--- src/rtl/spike_feature_extract.sv ---
// spike_feature_extract: detects negative threshold crossings on adc_sample, captures WINDOW samples, emits trough/peak/time features one per out_valid&ready handshake; busy/dropped status; FEXT_DROP_CNT_EN adds 8-bit saturating drop_count
module spike_feature_extract #(
  parameter int IN_WIDTH = 10,
  parameter int WINDOW = 32,
  parameter int FEATURES = 3
) (
  input  logic                clk,
  input  logic                reset,
  input  logic                adc_valid,
  input  logic [IN_WIDTH-1:0] adc_sample,
  input  logic [IN_WIDTH-1:0] threshold,
  output logic                out_valid,
  input  logic                ready,
  output logic [IN_WIDTH-1:0] feature,
  output logic [1:0]          feature_index,
  output logic                busy,
  output logic                dropped
`ifdef FEXT_DROP_CNT_EN
  ,
  output logic [7:0]          drop_count
`endif
);
  localparam int TW = $clog2(WINDOW);
  localparam logic [1:0] IDLE = 2'd0;
  localparam logic [1:0] CAPTURE = 2'd1;
  localparam logic [1:0] EMIT = 2'd2;
  localparam logic [TW-1:0] T_LAST = TW'(WINDOW - 1);
  localparam logic [1:0] IDX_LAST = 2'(FEATURES - 1);
  logic [1:0] state_q, state_d, idx_q, idx_d, feature_index_q, feature_index_d;
  logic prev_below_q, prev_below_d, out_valid_q, out_valid_d, busy_q, busy_d, dropped_q, dropped_d;
  logic signed [IN_WIDTH-1:0] min_q, min_d, max_q, max_d, s;
  logic [IN_WIDTH-1:0] feature_q, feature_d;
  logic [TW-1:0] t_q, t_d, t_min_q, t_min_d, t_max_q, t_max_d, t_diff;
  logic below, crossing;
  assign s = $signed(adc_sample);
  assign below = adc_valid && (s <= $signed(threshold));
  assign crossing = below && !prev_below_q;
  assign t_diff = t_max_d - t_min_d;
  always_comb begin
    state_d = state_q;
    idx_d = idx_q;
    t_d = t_q;
    min_d = min_q;
    max_d = max_q;
    t_min_d = t_min_q;
    t_max_d = t_max_q;
    prev_below_d = adc_valid ? below : prev_below_q;
    dropped_d = crossing && state_q != IDLE;
    if (state_q == IDLE && crossing) begin
      state_d = CAPTURE;
      min_d = s;
      max_d = s;
      t_min_d = '0;
      t_max_d = '0;
      t_d = TW'(1);
    end else if (state_q == CAPTURE && adc_valid) begin
      if (s < min_q) begin
        min_d = s;
        max_d = s;
        t_min_d = t_q;
        t_max_d = t_q;
      end else if (s > max_q) begin
        max_d = s;
        t_max_d = t_q;
      end
      t_d = t_q + TW'(1);
      if (t_q == T_LAST) begin
        state_d = EMIT;
        idx_d = '0;
      end
    end else if (state_q == EMIT && ready) begin
      idx_d = idx_q + 2'd1;
      state_d = idx_q == IDX_LAST ? IDLE : EMIT;
    end
    out_valid_d = state_d == EMIT;
    busy_d = state_d != IDLE;
    feature_index_d = out_valid_d ? idx_d : 2'd0;
    feature_d = !out_valid_d ? '0 :
                idx_d == 2'd0 ? min_d :
                idx_d == 2'd1 ? max_d :
                {{(IN_WIDTH - TW){1'b0}}, t_diff};
  end
  always_ff @(posedge clk) begin
    if (reset) begin
      state_q <= IDLE;
      idx_q <= '0;
      t_q <= '0;
      min_q <= '0;
      max_q <= '0;
      t_min_q <= '0;
      t_max_q <= '0;
      prev_below_q <= 1'b1;
      out_valid_q <= 1'b0;
      busy_q <= 1'b0;
      dropped_q <= 1'b0;
      feature_q <= '0;
      feature_index_q <= '0;
    end else begin
      state_q <= state_d;
      idx_q <= idx_d;
      t_q <= t_d;
      min_q <= min_d;
      max_q <= max_d;
      t_min_q <= t_min_d;
      t_max_q <= t_max_d;
      prev_below_q <= prev_below_d;
      out_valid_q <= out_valid_d;
      busy_q <= busy_d;
      dropped_q <= dropped_d;
      feature_q <= feature_d;
      feature_index_q <= feature_index_d;
    end
  end
  assign out_valid = out_valid_q;
  assign feature = feature_q;
  assign feature_index = feature_index_q;
  assign busy = busy_q;
  assign dropped = dropped_q;
`ifdef FEXT_DROP_CNT_EN
  logic [7:0] drop_count_q, drop_count_d;
  assign drop_count_d = dropped_q && drop_count_q != 8'hff ? drop_count_q + 8'd1 : drop_count_q;
  always_ff @(posedge clk) begin
    if (reset) drop_count_q <= '0;
    else drop_count_q <= drop_count_d;
  end
  assign drop_count = drop_count_q;
`endif
endmodule

--- config.mk ---
export PLATFORM = sky130hd
export DESIGN_NAME = spike_feature_extract
export DESIGN_NICKNAME = d
export VERILOG_FILES = /design/src/rtl/spike_feature_extract.sv
export SDC_FILE = /design/constraint.sdc
export NUM_CORES = 1
export LEC_CHECK = 0
export BUFFER_PORTS_ARGS = -buffer_cell sky130_fd_sc_hd__buf_2
export CORE_MARGIN = 10
export CORE_UTILIZATION = 58
export DETAILED_ROUTE_END_ITERATION = 8
export PLACE_DENSITY = 0.92
export SYNTH_ARGS = -nofsm -noshare
export SYNTH_HDL_FRONTEND = slang
export SYNTH_SLANG_ARGS = --single-unit
--- constraint.sdc ---
create_clock -name clk -period 4.2 [get_ports clk]
set_input_delay 0.42 -clock clk [delete_from_list [all_inputs] [get_ports clk]]
set_output_delay 0.42 -clock clk [all_outputs]
set_load 0.01 [all_outputs]
==> results of run 1 <==
## logic make-up after synthesis
logic type	Yosys count
xor+xnor	6
fa+ha+maj	37
buf+inv	49
mux	28
simple gates	125
flops	55
compound gates	72
## cells in the final DEF (no fill, tap or decap), types with 2 or more instances in the layout
| cell type | instances |
|---|---|
| o31ai_1 | 2 |
| inv_6 | 2 |
| or2_1 | 2 |
| clkbuf_8 | 5 |
| a21oi_1 | 24 |
| dfxtp_1 | 55 |
| or3_1 | 4 |
| mux2i_1 | 28 |
| and4_1 | 3 |
| a21o_1 | 6 |
| inv_1 | 37 |
| xnor2_1 | 3 |
| nor2_1 | 59 |
| a31oi_1 | 3 |
| nand3_1 | 6 |
| nand4_1 | 3 |
| or2_2 | 5 |
| nor2b_1 | 2 |
| o22ai_1 | 8 |
| nand3b_1 | 2 |
| nor3_1 | 9 |
| ha_1 | 36 |
| xor2_1 | 3 |
| nand2b_1 | 4 |
| o211ai_1 | 3 |
| buf_4 | 3 |
| buf_2 | 38 |
| o21ai_0 | 7 |
| nand2_1 | 20 |
## synth_stat cells (4+ instances only)
| cell type | instances |
|---|---|
| or3_1 | 4 |
| nand2b_1 | 4 |
| nor3_1 | 10 |
| clkbuf_1 | 8 |
| a21o_1 | 6 |
| mux2i_1 | 28 |
| nand2_1 | 20 |
| o21ai_0 | 7 |
| or2_2 | 5 |
| ha_1 | 36 |
| nand3_1 | 6 |
| o22ai_1 | 8 |
| dfxtp_1 | 55 |
| inv_1 | 37 |
| nor2_1 | 59 |
| a21oi_1 | 24 |
## layout make-up
| class | instances | area (µm²) |
|---|---|---|
| multi-input cells | 268 | 1893 |
| fillers | 428 | 1677 |
| inverters | 37 | 138.9 |
| repair buffers | 41 | 212.7 |
| flip-flops and latches | 55 | 1101 |
| clock inverters | 3 | 26.28 |
| clock buffers | 5 | 68.82 |
| well taps | 70 | 87.58 |
## power breakdown
| part | internal (µW) | switching, µW | leakage, µW |
|---|---|---|---|
| Sequential | 536 | 12.3 | 0.000445 |
| Clock | 123 | 185 | 0.0000491 |
| Combinational | 76.6 | 109 | 0.00118 |
## per-stage QoR
step           instances  total power (µW)
6_report             479              1041
5_1_grt              479              1092
4_1_cts              479              1043
3_5_place_dp         471             739.8
3_3_place_gp         471             731.3
2_1_floorplan        372             683.1
## critical path, stage by stage, from the launching register on
cell     delay (ns)
dfxtp_1        0.37
inv_1          0.06
ha_1           0.36
nand4_1        0.18
nor3_1         0.39
a311o_1        0.30
nor2_1         0.12
nor2_1         0.43
mux2i_1        0.27
or2_2          0.13
ha_1           0.14
inv_1          0.06
fa_1           0.41
a21o_1         0.18
a21oi_1        0.17
xnor2_1        0.08
o211a_1        0.20
## registers in the layout (all words and copies together), names as in the netlist
register / cells
feature: 10
max_q: 10
min_q: 10
t_max_q: 5
t_min_q: 5
t_q: 5
feature_index: 2
idx_q: 2
state_q: 2
busy: 1
dropped: 1
out_valid: 1
prev_below_q: 1
## routing by layer
metal  global-route usage  share of wire  vias to the layer above  routed length (µm)
li1                     -              -                     1367                   -
met1               0.2264           0.45                     1298                3413
met2               0.2846           0.45                      117                3432
met3              0.04077          0.081                       12                 611
met4              0.06203          0.015                        0                 116
met5                    0              0                        -                   0
## worst min path at each step
stage | from | to | slack (ns) | cells after the start
2_1_floorplan | t_max_q[4] | t_max_q[4] | 0.43 | 2
4_1_cts | adc_valid | prev_below_q | 0.41 | 3
5_1_grt | adc_valid | prev_below_q | 0.42 | 3
6_report | adc_valid | prev_below_q | 0.42 | 3
3_5_place_dp | prev_below_q | prev_below_q | 0.46 | 2
3_3_place_gp | t_max_q[4] | t_max_q[4] | 0.44 | 2
==> metrics, run 1 <==
status complete, no violations; clk_skew 0.01225 ns; Hold Vio Cnt, Final 0; CP startpoint kind register; Cells after Synth 372; syn_nets between 400 and 500; Setup-failing EPs final 0; Routed Antenna Nets 0; Max Slew Vio Count 0; Critical Path RT 4.42 ns; worst-path maximum fanout 5; Clk Latency, worst-skew pair 0.32 ns; first-pass GRT wire length 12.79 mm; worst hold path type in -> reg; Post-CTS Resized 0; worst slew pin tran 1.193 ns; CTS Sinks between 50 and 60; routed wire length 7.573 mm; largest family of logic cells by synthesized area simple AND/OR/NAND/NOR gates; RSZ-0062 raised after global routing false; Die Ht 94.13 µm; Starting Density 0.6123; top post-synthesis cells by area dfxtp_1, ha_1, mux2i_1, nor2_1, inv_1; Clock Root Buffer clkbuf_8; Critical Path End feature[4]; Post-synth ARST share 0; crit path kind reg -> reg; hold slack 0.4191 ns; Max-slew headroom 0.2009; post-synthesis mux area share 0.08795; Yosys top cell by area dfxtp_1; r2r setup slk 0.26 ns; routed len/inst 15.81 µm; crit path launch max_q[9]; fraction of the mapped netlist area in simple logic gates 0.1865; fmax 253.9 MHz; Via Count about 2,800; largest net degree at the start of global routing 30; setup TNS 0 ns; Distinct cells, synth 54; Overflow after GRT 0; diodes inserted 0; Final WS setup between 0.2 and 0.3 ns; DRT Pass-1 Iters 4; Pleak about 0.0017 µW; Peak VDD IR 0.0001901 V; layout cells sized above 1 0.1467; Crit Reg-Reg Startpoint max_q[9]; number of flops mapped to enable cells by yosys 0; Compound-Gate Fraction of Synth Area 0.1539; Final Cell Area 3528 µm²; vias in the first global route 2,822; hpwl dp between 5 and 6 mm; CTS HTree Levels 2; number of max-cap violations 0; drt drc 0; R2R cell count 16; Synth Area in XOR/XNOR 0.01649; share of the synthesized area in the top cell type 0.3455; Seq cells post-synth 55; CTS hold repair buffers 0; fin crit period 3.939 ns; crit end category register; Synth Cell Area 3187 µm²; Tot GR Track Use 0.1773; Num CTS Buffers 5; Layout Area Growth over Synthesis 10.72%; Initial DRC Count ~240; CTS Buffer Depth 2; final core occ 0.6779; Die Wd 94.13 µm; Synth Area in Adders 0.1476; period utilization 0.9379; clock transition at the registers of the reported paths 0.11 ns; io pins 39; sequential-to-total area share from yosys stat 0.3455; Setup Fix Bufs, Post-CTS 0; initial antenna violation count 0; Crit path arrival time between 4 and 5 ns; syn avg cell area between 8 and 9 µm²; Vias/cell approximately 5.8; synth warn 0; Buffers on Ports 38; dpl ws 0.2116 ns; routability congestion estimate ~0.97; Placed Area 3433 µm²; Reg2Reg Capture Point feature[4]; row cnt 26; nets 469; CTS tree done; die area about 8900 µm²; Post-synth top flop dfxtp_1; core area 5205 µm²; pwr dens 295.0 nW/µm²
No activity file was read; power rests on OpenSTA's default activity.
==> run 2, diff against run 1 <==
--- a/config.mk
+++ b/config.mk
@@ -6,10 +6,11 @@
 export NUM_CORES = 1
 export LEC_CHECK = 0
 export BUFFER_PORTS_ARGS = -buffer_cell sky130_fd_sc_hd__buf_2
+export CAP_MARGIN = 25
 export CORE_MARGIN = 10
-export CORE_UTILIZATION = 58
+export CORE_UTILIZATION = 63
 export DETAILED_ROUTE_END_ITERATION = 8
-export PLACE_DENSITY = 0.92
+export PLACE_DENSITY = 0.86
 export SYNTH_ARGS = -nofsm -noshare
 export SYNTH_HDL_FRONTEND = slang
 export SYNTH_SLANG_ARGS = --single-unit
==> constraint.sdc (replaced) <==
create_clock -name clk -period 4.6 [get_ports clk]
set_input_delay 0.46 -clock clk [delete_from_list [all_inputs] [get_ports clk]]
set_output_delay 0.46 -clock clk [all_outputs]
set_load 0.01 [all_outputs]
==> run 2 against run 1 <==
Clock skew increased by 0.00065 ns. Non-clock buffer count is the same. Power down 8.6%. Register-to-register slack improved by 0.51 ns. Critical path depth stayed put. Core utilization increased by 5.4 points. Worst hold slack gained 0.023 ns. Critical path type unchanged. Critical endpoint unchanged. Largest cell class unchanged. Largest power group unchanged.
==> metrics, run 2 (synthesis results as in run 1) <==
Clk Latency, worst-skew pair 0.32 ns (about the same); Crit path arrival time 4.05 ns (-0.10 ns); io pins 39 (unchanged); Routed Antenna Nets 0 (unchanged); clock transition at the registers of the reported paths 0.10 ns (about the same); period utilization 0.8333 (-0.1046); CTS Buffer Depth 2 (unchanged); first-pass GRT wire length 12.38 mm (-3.2%); Via Count 2,754 (-1.4%); diodes inserted 0 (unchanged); Max-slew headroom 0.3811 (+0.1802); Slowest-stage cell, CP a221oi_1; crit path cell chain inv_1, ha_1, a21oi_1, o21ai_0, a221oi_1, nor2_1, nor2_1, mux2i_1, or2_2, ha_1, inv_1, fa_1, a21o_1, a21oi_1, xnor2_1, o211a_1; routability congestion estimate 0.9251 (-4.5%); Pleak 0.001672 µW (+0.13%); CTS HTree Levels 2 (unchanged); crit end category register; row cnt 25 (-3.8%); Tot GR Track Use 0.1760 (-0.001271); CTS tree done; most common cell after layout, fill and taps aside nor2_1; pwr dens 269.9 nW/µm² (-8.5%); Vias/cell 5.786 (-0.81%); RSZ-0062 raised after global routing false; Die Wd 91.12 µm (-3.2%); routed wire length 7.323 mm (-3.3%); CTS Sinks 55 (unchanged); CP startpoint kind register; Setup-failing EPs final 0 (unchanged); Peak VDD IR 0.0001818 V (-4.4%); Die Ht 91.12 µm (-3.2%); dpl ws 0.5832 ns (+0.3717 ns); die area 8303 µm² (-6.3%); Initial DRC Count 141 (-41%); hpwl dp 5.645 mm (-1.7%); most frequent cells in the layout nor2_1, dfxtp_1, buf_2; max incr delay on CP 0.50 ns (+0.07 ns); final core occ 0.7322 (+0.05432); Overflow after GRT 0 (unchanged); Final Cell Area 3527 µm² (about the same); initial antenna violation count 0 (unchanged); worst slew pin tran 0.9284 ns (-0.2651 ns); core area 4817 µm² (-7.5%); Final WS setup 0.7667 ns (+0.5059 ns); Buffers on Ports 38 (unchanged); routed len/inst 15.38 µm (-2.7%); nets 469 (unchanged); Starting Density 0.6616 (+0.04930); vias in the first global route 2,664 (-5.6%); overall power 951.9 µW (-8.6%); Setup Fix Bufs, Post-CTS 0 (unchanged); Clock Root Buffer clkbuf_8; status complete, no violations; register area 1101 µm² (unchanged); DRT Pass-1 Iters 5 (+1); fin crit period 3.833 ns (-0.1059 ns); Post-CTS Resized 0 (unchanged); largest net degree at the start of global routing 30 (unchanged); worst-path maximum fanout 5 (unchanged); drt drc 0 (unchanged); fillers 385 (-10%); multi-input logic area 1893 µm² (unchanged); Layout Area Growth over Synthesis 10.68% (about the same); layout cells sized above 1 0.1467 (unchanged); Max Slew Vio Count 0 (unchanged); Num CTS Buffers 5 (unchanged); Hold Vio Cnt, Final 0 (unchanged); Placed Area 3430 µm² (-0.11%); clk_skew 0.01290 ns (+0.0006501 ns); worst hold path type in -> reg; R2R cell count 16 (unchanged); Critical Path RT 4.81 ns (+0.39 ns); setup TNS 0 ns (unchanged); crit path kind reg -> reg; Hold Crit Depth 3 (unchanged); number of max-cap violations 0 (unchanged); CTS hold repair buffers 0 (unchanged); fmax 260.9 MHz (+2.8%)
[run 2: changes by cell type in the layout (fill, tap and decap cells not counted), sizes merged]
cell | previous run | this run
clkinv | 1 | 2
inv | 39 | 38
[run 2: per-stage QoR]
step / cells / hold slack (ns)
floorplan: 372 / 0.4285
global placement: 468 / 0.4434
detailed placement: 468 / 0.4627
global route: 476 / 0.4720
finish: 476 / 0.4420
CTS: 476 / 0.4402
[run 2: report_power, final]
| part | internal [µW] | switching, µW |
|---|---|---|
| registers | 489 | 11.2 |
| logic | 69.6 | 97.8 |
| clock network | 113 | 171 |
| total | 672 | 280 |
[run 2: final cells by class]
| cell class | count | share of cell area |
|---|---|---|
| flip-flops and latches | 55 | 0.3122 |
| multi-input cells | 268 | 0.5367 |
| clock buffers | 5 | 0.01951 |
| well taps | 67 | 0.02377 |
| clock inverters | 3 | 0.008159 |
| inverters | 37 | 0.03938 |
| repair buffers | 41 | 0.06031 |
[run 2: critical path: cells and delay by family, from the launching register on]
family / cells / cell delay, ns
compound gates: 6 / 1.35
fa+ha+maj: 3 / 0.82
simple gates: 3 / 0.73
flops: 1 / 0.37
mux: 1 / 0.26
buf+inv: 2 / 0.11
xor+xnor: 1 / 0.09
[run 2: final timing paths]
path / endpoint / start / slack (ns)
worst max-delay path: feature[4] / max_q[5] / 0.77
worst min-delay path: min_q[0] / adc_sample[0] / 0.44
worst max register to register: feature[4] / max_q[5] / 0.77
worst min register to register: t_max_q[4] / t_max_q[4] / 0.48
[run 2: metal layers]
layer	vias to the layer above	routed length, µm	GRT usage
met4	0	70	0.04961
met1	1276	3326	0.2296
li1	1371	-	-
met2	99	3352	0.2822
met5	-	0	0
met3	8	573	0.04198
==> run 3, diff against run 2 <==
--- a/config.mk
+++ b/config.mk
@@ -8,9 +8,9 @@
 export BUFFER_PORTS_ARGS = -buffer_cell sky130_fd_sc_hd__buf_2
 export CAP_MARGIN = 25
 export CORE_MARGIN = 10
-export CORE_UTILIZATION = 63
+export CORE_UTILIZATION = 53
 export DETAILED_ROUTE_END_ITERATION = 8
-export PLACE_DENSITY = 0.86
+export PLACE_DENSITY = 0.77
 export SYNTH_ARGS = -nofsm -noshare
 export SYNTH_HDL_FRONTEND = slang
 export SYNTH_SLANG_ARGS = --single-unit
==> constraint.sdc (replaced) <==
create_clock -name clk -period 3.07 [get_ports clk]
set_input_delay 0.307 -clock clk [delete_from_list [all_inputs] [get_ports clk]]
set_output_delay 0.307 -clock clk [all_outputs]
set_load 0.01 [all_outputs]
==> run 3 against run 2 <==
The flow now finishes with violations (negative setup slack). Die area is 15% higher. Worst hold slack worse by 0.11 ns. Clock power is 50% higher.
==> metrics, run 3 (synthesis results as in run 1) <==
Vias/cell 5.558 (-3.9%); core area 5886 µm² (+22%); Final WS setup -0.1380 ns (-0.9047 ns); crit path kind reg -> reg; Hold Vio Cnt, Final 0 (unchanged); crit path cell chain inv_2, ha_4, nand4_1, nor3_4, a311o_1, nor2_4, nor2_4, mux2i_1, or2_4, ha_4, inv_2, fa_2, a21o_1, a21oi_2, xnor2_1, o211a_1; worst slew pin tran 0.5846 ns (-0.3437 ns); switching pwr 442.7 µW (+58%); Slowest-stage cell, CP dfxtp_2; CTS HTree Levels 2 (unchanged); period utilization 1.045 (+0.2116); die area 9514 µm² (+15%); Clk Latency, worst-skew pair 0.32 ns (about the same); Overflow after GRT 0 (unchanged); worst hold path type in -> reg; Via Count 3,046 (+11%); Routed Antenna Nets 0 (unchanged); multi-input logic area 2167 µm² (+14%); clk_skew 0.01372 ns (+0.0008163 ns); worst-path maximum fanout 3 (-2); Critical Path RT 3.29 ns (-1.52 ns); diodes inserted 0 (unchanged); CTS tree done; initial antenna violation count 0 (unchanged); combinational power share 0.233 (+0.057); Pleak 0.002007 µW (+20%); row cnt 28 (+12%); violated checks negative setup slack; register area 1115 µm² (+1.2%); Placed Area 3941 µm² (+15%); routed wire length 9.177 mm (+25%); Peak VDD IR 0.0002066 V (+14%); Clock Root Buffer clkbuf_8; Clock Power Share 0.278 (-0.021); routed len/inst 16.75 µm (+8.9%); sw frac 0.2891 (-0.005170); hpwl dp 6.507 mm (+15%); DRT Pass-1 Iters 4 (-1); crit end category register; drt drc 0 (unchanged); Crit path arrival time 3.43 ns (-0.62 ns); pwr dens 355.5 nW/µm² (+32%); Buffers on Ports 38 (unchanged); CTS Sinks 55 (unchanged); final core occ 0.7317 (about the same); Max Slew Vio Count 0 (unchanged); max incr delay on CP 0.37 ns (-0.13 ns); routability congestion estimate 0.8558 (-7.5%); Initial DRC Count 199 (+41%); Setup-failing EPs final 3 (+3); vias in the first global route 3,044 (+14%); CP startpoint kind register; RSZ-0062 raised after global routing true; Die Wd 97.54 µm (+7.0%); Tot GR Track Use 0.1769 (+0.0009335); most frequent cells in the layout buf_4, nor2_1, dfxtp_1; largest net degree at the start of global routing 30 (unchanged); clock transition at the registers of the reported paths 0.10 ns (about the same); Starting Density 0.5415 (-0.1201); layout cells sized above 1 0.3658 (+0.2191); Layout Area Growth over Synthesis 35.14%; first-pass GRT wire length 14.23 mm (+15%); register share of total power 0.489 (-0.037); status complete, but fails checks; io pins 39 (unchanged); Pint 1088 µW (+62%); number of max-cap violations 0 (unchanged); most common cell after layout, fill and taps aside buf_4; Final Cell Area 4307 µm² (+22%); Num CTS Buffers 5 (unchanged); Crit path max-delay family compound AO/OA/AOI/OAI gates; Die Ht 97.54 µm (+7.0%); fillers 415 (+7.8%); nets 533 (+14%); CTS Buffer Depth 2 (unchanged); Bufs and invs on worst path 2 (unchanged); fmax 311.7 MHz (+19%); fin crit period 3.208 ns (-0.6253 ns); Max-slew headroom 0.6102 (+0.2292)
-- run 3: cell types whose count changed in the layout (fill, tap and decap cells not counted), moves of 4 or more --
| cell | previous run | this run |
|---|---|---|
| inv_1 | 37 | 32 |
| ha_1 | 36 | 23 |
| inv_2 | 0 | 5 |
| a21oi_2 | 0 | 5 |
| dfxtp_2 | 0 | 11 |
| a21oi_1 | 24 | 19 |
| nor2_1 | 59 | 55 |
| ha_4 | 0 | 13 |
| buf_4 | 3 | 66 |
| dfxtp_1 | 55 | 44 |
-- run 3: layer usage --
| layer | GRT usage | share of wire |
|---|---|---|
| met3 | 0.03556 | 0.068 |
| met5 | 0 | 0 |
| met4 | 0.05369 | 0.021 |
| met2 | 0.2923 | 0.47 |
| met1 | 0.2247 | 0.44 |
-- run 3: path summary, 6_finish.rpt --
check	from	endpoint	slack, ns	depth (start not counted)
max	max_q[6]	feature[4]	-0.14	16
min	adc_valid	prev_below_q	0.33	3
max reg2reg	max_q[6]	feature[4]	-0.14	16
min reg2reg	t_max_q[4]	t_max_q[4]	0.47	2
-- run 3: what timing repair did --
| item | in CTS | in global routing |
|---|---|---|
| endpoints found under the setup margin | 3 | 3 |
| buffers inserted | 4 | 2 |
| gates cloned | 0 | 0 |
| pin swaps | 14 | 16 |
| hold buffers | 0 | 0 |
| endpoints found under the hold margin | 0 | 0 |
| gates resized for setup | 25 | 23 |
-- run 3: cell type report --
class | instances | share of cell area
inverters | 37 | 0.03225
multi-input cells | 268 | 0.5032
clock buffers | 7 | 0.02005
well taps | 75 | 0.02179
clock inverters | 1 | 0.002034
flip-flops and latches | 55 | 0.2589
repair buffers | 105 | 0.1618
-- run 3: per-stage QoR --
stage               setup WS [ns]  cells   TNS (ns)  hold WS (ns)  total power (µW)
global placement          -0.2534    534    -0.6008        0.4469              1067
detailed placement        -0.2862    534    -0.7535        0.4629              1080
global route              -0.3018    548    -0.6270        0.3558              1598
CTS                      -0.09475    546    -0.1418        0.3245              1511
floorplan               -0.002742    372  -0.002742        0.4285             945.2
finish                    -0.1380    548    -0.1565        0.3290              1531
-- run 3: worst register-to-register path: cells and delay by family, from the launching register on --
kind / cells / cell delay (ns)
compound gates: 4 / 0.83
xor+xnor: 1 / 0.08
buf+inv: 2 / 0.09
simple gates: 5 / 0.74
fa+ha+maj: 3 / 0.74
mux: 1 / 0.26
flops: 1 / 0.37
-- run 3: power groups by stage --
stage | Sequential, µW | Combinational, µW | Clock [µW]
floorplan | 762 | 184 | 0
global placement | 761 | 306 | 0
detailed placement | 762 | 318 | 0
CTS | 747 | 334 | 430
global route | 751 | 394 | 453
finish | 749 | 357 | 425
